$ cat src/rtl/ram_bist_ctrl.sv
// ram_bist_ctrl: fills a single-port RAM with an address-derived pattern, reads it back and reports mismatches
module ram_bist_ctrl #(
  parameter int WORD = 8,
  parameter int ADDR = 8,
  parameter int MEMS = 256,
  parameter int SEED = 10
) (
  input  logic            clk,
  input  logic            rst,
  input  logic            start,
  input  logic            mode,
  input  logic [WORD-1:0] ram_do,
  output logic [ADDR-1:0] ram_ad,
  output logic [WORD-1:0] ram_di,
  output logic            ram_w,
  output logic            ram_cs,
  output logic            busy,
  output logic            done,
  output logic            pass,
  output logic [ADDR:0]   err_cnt,
  output logic [ADDR-1:0] fail_addr,
  output logic [WORD-1:0] fail_data
);
  localparam logic [ADDR-1:0] LAST    = ADDR'(MEMS - 1);
  localparam logic [ADDR:0]   MAX_ERR = (ADDR + 1)'(MEMS);
  localparam logic [WORD-1:0] SEED_W  = WORD'(SEED);
  typedef enum logic [2:0] {IDLE, WRITE, WGAP, READ, DONE} state_t;
  state_t          state;
  logic [ADDR-1:0] addr, addr_nxt;
  logic [WORD-1:0] exp_data;
  logic            miss;
  assign addr_nxt = addr + 1'b1;
  assign exp_data = WORD'(addr) + SEED_W;
  assign miss     = ram_do != exp_data;
  assign pass     = done && err_cnt == '0;
  // outputs are registered with the values of the state being entered
  always_ff @(posedge clk) begin
    if (rst) begin
      state     <= IDLE;
      addr      <= '0;
      ram_ad    <= '0;
      ram_di    <= '0;
      ram_w     <= 1'b0;
      ram_cs    <= 1'b0;
      busy      <= 1'b0;
      done      <= 1'b0;
      err_cnt   <= '0;
      fail_addr <= '0;
      fail_data <= '0;
    end else begin
      case (state)
        IDLE, DONE: if (start) begin
          err_cnt   <= '0;
          fail_addr <= '0;
          fail_data <= '0;
          done      <= 1'b0;
          busy      <= 1'b1;
          addr      <= '0;
          ram_ad    <= '0;
          ram_di    <= SEED_W;
          ram_cs    <= 1'b1;
          ram_w     <= !mode;
          state     <= mode ? READ : WRITE;
        end
        WRITE: begin
          ram_w  <= 1'b0;
          ram_cs <= 1'b0;
          state  <= WGAP;
        end
        WGAP: if (addr == LAST) begin
          addr   <= '0;
          ram_ad <= '0;
          ram_cs <= 1'b1;
          state  <= READ;
        end else begin
          addr   <= addr_nxt;
          ram_ad <= addr_nxt;
          ram_di <= WORD'(addr_nxt) + SEED_W;
          ram_w  <= 1'b1;
          ram_cs <= 1'b1;
          state  <= WRITE;
        end
        READ: begin
          if (miss) begin
            if (err_cnt != MAX_ERR) err_cnt <= err_cnt + 1'b1;
            if (err_cnt == '0) begin
              fail_addr <= addr;
              fail_data <= ram_do;
            end
          end
          if (addr == LAST) begin
            ram_cs <= 1'b0;
            busy   <= 1'b0;
            done   <= 1'b1;
            state  <= DONE;
          end else begin
            addr   <= addr_nxt;
            ram_ad <= addr_nxt;
          end
        end
        default: state <= IDLE;
      endcase
    end
  end
endmodule
$ cat config.mk
export PLATFORM = sky130hd
export DESIGN_NAME = ram_bist_ctrl
export DESIGN_NICKNAME = d
export VERILOG_FILES = /design/src/rtl/ram_bist_ctrl.sv
export SDC_FILE = /design/constraint.sdc
export NUM_CORES = 1
export LEC_CHECK = 0
export CAP_MARGIN = 20
export CORE_UTILIZATION = 51
export DETAILED_ROUTE_END_ITERATION = 7
export HOLD_SLACK_MARGIN = 0.06
export PLACE_DENSITY_LB_ADDON = 0.05
export SYNTH_ARGS = -nofsm -noshare
export SYNTH_HDL_FRONTEND = slang
export SYNTH_SLANG_ARGS = --single-unit
$ cat constraint.sdc
create_clock -name clk -period 3.19 [get_ports clk]
set_input_delay 0.7975 -clock clk [delete_from_list [all_inputs] [get_ports clk]]
set_output_delay 0.7975 -clock clk [all_outputs]
set_load 0.02 [all_outputs]
==> impl_metrics.tcl <==
set metrics [dict create \
    hold-worst-slack_ns 0.456 \
    fin_nets 380 \
    final_cell_mix "clkdlybuf4s50_1 (56), dfxtp_1 (48), nand3_1 (26)" \
    cp.required_ns 2.39 \
    cts_tree "yes" \
    max-cap-violations 0 \
    die_y_um 76.4 \
    grt_usage 0.228 \
    grt_pass1_vias 2255 \
    layout_setup_ws_ns 0.141 \
    numClockSinks 48 \
    gp_congestion 0.879 \
    clk_pin_slew_ns 0.08 \
    ys_seq_elements 48 \
    clockBufferDepth 2 \
    numCtsBuffers 5 \
    overflow 0 \
    antenna_cells 0 \
    path_cells "or4_1 > nor4_4 > and2_1 > clkdlybuf4s50_1" \
    syn-cell-area_um2 2820 \
    skew_ns 0.00435 \
    synth_top_area_cell "dfxtp_1" \
    cp.arrival_ns 2.25 \
    peakVddDrop_uv 216 \
    fin_setup_tns_ns 0 \
    r2r_cells 7 \
    start_util 0.542 \
    timing.rr.start "addr[4]" \
    dp_hpwl_um 4510 \
    synth.avg_cell_area_um2 8.96 \
    synthTopCellsByArea "dfxtp_1 (34%), nand2b_4 (6.8%), xnor2_1 (5.0%), nand3_1 (4.6%), a21oi_2 (4.3%)" \
    tightest_slew_ns 0.608 \
    ys_types 57 \
    design.core.area_um2 5200 \
    synth_ff_type "dfxtp_1" \
    fp-row-count 26 \
    whs_endpoint "busy" \
    htree_num_levels 2 \
    pin_count 58 \
    worstSetupEndpointType "output pin" \
    critPathMaxStageDelay_ns 0.60 \
    yosysWarningCount 0 \
    vias 2472 \
    synth-edff-count 0 \
    hold_path.class "flop to flop" \
    grt_max_degree 33 \
    hold_buffers 0 \
    fmaxAchievable_mhz 328 \
    drive_above_1_share 0.146 \
    drt_iter0_drc 184 \
    power_per_cell_area_nw_per_um2 415 \
    hold_viol 0 \
    syn-instance-count 315 \
    die_w_um 76.4 \
    synthArstFlopShare 0 \
    dp_cells 426 \
    grt_pass1_wl_um 10800 \
    syn_nets 332 \
    timing.final.crit_period_ns 3.05 \
    r2r_setup_slack_ns 0.71 \
    syn_to_final_growth_pct 22.2 \
    power_leakage_nw 1.19 \
    cts_root_buf "clkbuf_8" \
    synth.top_cell.area_share 0.341 \
    layout_commonest_cell "clkdlybuf4s50_1" \
    dieArea_um2 5830 \
    slew_violations 0 \
    synth-seq-area-share 0.341 \
    path_class "flop to output pin" \
    dr.pass1.iters 4 \
    relSlewSlack 0.592 \
    wirelength_um 6460 \
    ant_nets 0 \
    setup_viol 0 \
    crit_fanout 6 \
    wire_per_inst_um 14.9 \
    hold_depth 2 \
    finalCritPeriodShare 0.956 \
    start_kind "flop" \
    rsz0062_at_grt "no" \
    outcome "completed" \
    drc 0 \
    r2r-end "fail_data[1]" \
    antenna_found_initial 0 \
    slowest_stage "or4_1" \
    via_per_inst 5.70 \
    io_buffer_count 57 \
    post-place-ws_ns 0.123 \
    final_cells 434 \
    clock_latency_ns 0.30 \
    hold_start "busy" \
]
==> synth_stat cells, types with 2 or more instances <==
library cell	n
nor3_1	4
buf_4	2
nand2b_1	7
o21a_1	2
inv_1	8
and3_2	2
nor4_1	4
nor2_1	24
clkbuf_8	3
a21oi_1	20
nand3b_1	2
dlygate4sd1_1	2
o21ai_0	13
a22oi_1	7
buf_6	5
dfxtp_1	48
and3_1	5
a211oi_1	3
nand3_1	26
nand2b_4	14
nand2_1	18
xor2_1	7
a32o_1	2
ha_1	5
nand4_1	7
and4_1	2
a31oi_1	4
and3b_1	2
xnor2_1	16
a21oi_2	14
a311oi_1	2
clkbuf_1	8
a21o_1	2
o311ai_0	2
==> worst max-delay path by stage <==
stage	to	slack [ns]	startpoint
floorplan	fail_addr[1]	0.75	ram_do[6]
global placement	err_cnt[4]	0.17	ram_do[6]
detailed placement	err_cnt[4]	0.12	ram_do[6]
CTS	pass	0.03	err_cnt[4]
global route	pass	0.02	err_cnt[4]
finish	pass	0.14	err_cnt[4]
==> cell families (layout without fill, tap and decap cells) <==
logic type / after synthesis / after routing / share of synthesized area
AO/OA/AOI/OAI: 79 / 79 / 0.202
XOR/XNOR: 23 / 23 / 0.0714
adder cells (fa/ha/maj): 5 / 5 / 0.0222
buffers and inverters: 31 / 80 / 0.0763
flip-flops: 48 / 48 / 0.341
multiplexers: 1 / 1 / 0.00399
AND/OR/NAND/NOR: 128 / 128 / 0.283
==> power by group <==
part	switching, mW	total [mW]	leakage, nW	internal [mW]
clock	0.197	0.374	0.0455	0.177
sequential	0.0339	0.661	0.389	0.627
combinational	0.220	0.397	0.752	0.177
==> registers in the layout, indices dropped and copies added, names as in the netlist <==
register / cells
err_cnt: 9
addr: 8
fail_addr: 8
fail_data: 8
ram_di: 8
state: 3
busy: 1
done: 1
ram_cs: 1
ram_w: 1
==> metrics by stage <==
stage               total power, mW  cell area, um^2  utilization
finish                         1.43             3450        0.662
floorplan                     0.977             2820            -
detailed placement             1.07             3340        0.642
global placement               1.07             3340        0.642
CTS                            1.45             3430        0.659
global route                   1.51             3450        0.662
==> area by class of cell <==
| type | count | area [um^2] |
|---|---|---|
| fill | 459 | 1760 |
| tap | 70 | 87.6 |
| multi-input combinational | 236 | 1660 |
| clock buffer | 8 | 90.1 |
| timing repair buffer | 64 | 618 |
| inverter | 8 | 30.0 |
| sequential | 48 | 961 |
==> critical path: cells and delay by family, from the launching register on <==
family        cells  cell delay (ns)
buf+inv           1             0.59
flops             1             0.35
simple gates      3             1.01
==> per-layer routing <==
layer	global-route usage	part of all wire	vias up
li1	-	-	1220
met1	0.300	0.45	1169
met2	0.378	0.49	76
met3	0.0467	0.055	7
met4	0.0635	0.011	0
met5	0	0	-
==> timing repair <==
item | in CTS | in global routing
resized for setup | 0 | 2
buffers inserted | 0 | 0
endpoints found under the hold margin | 0 | 0
endpoints found under the setup margin | 0 | 1
(Power assumes the default switching activity.)
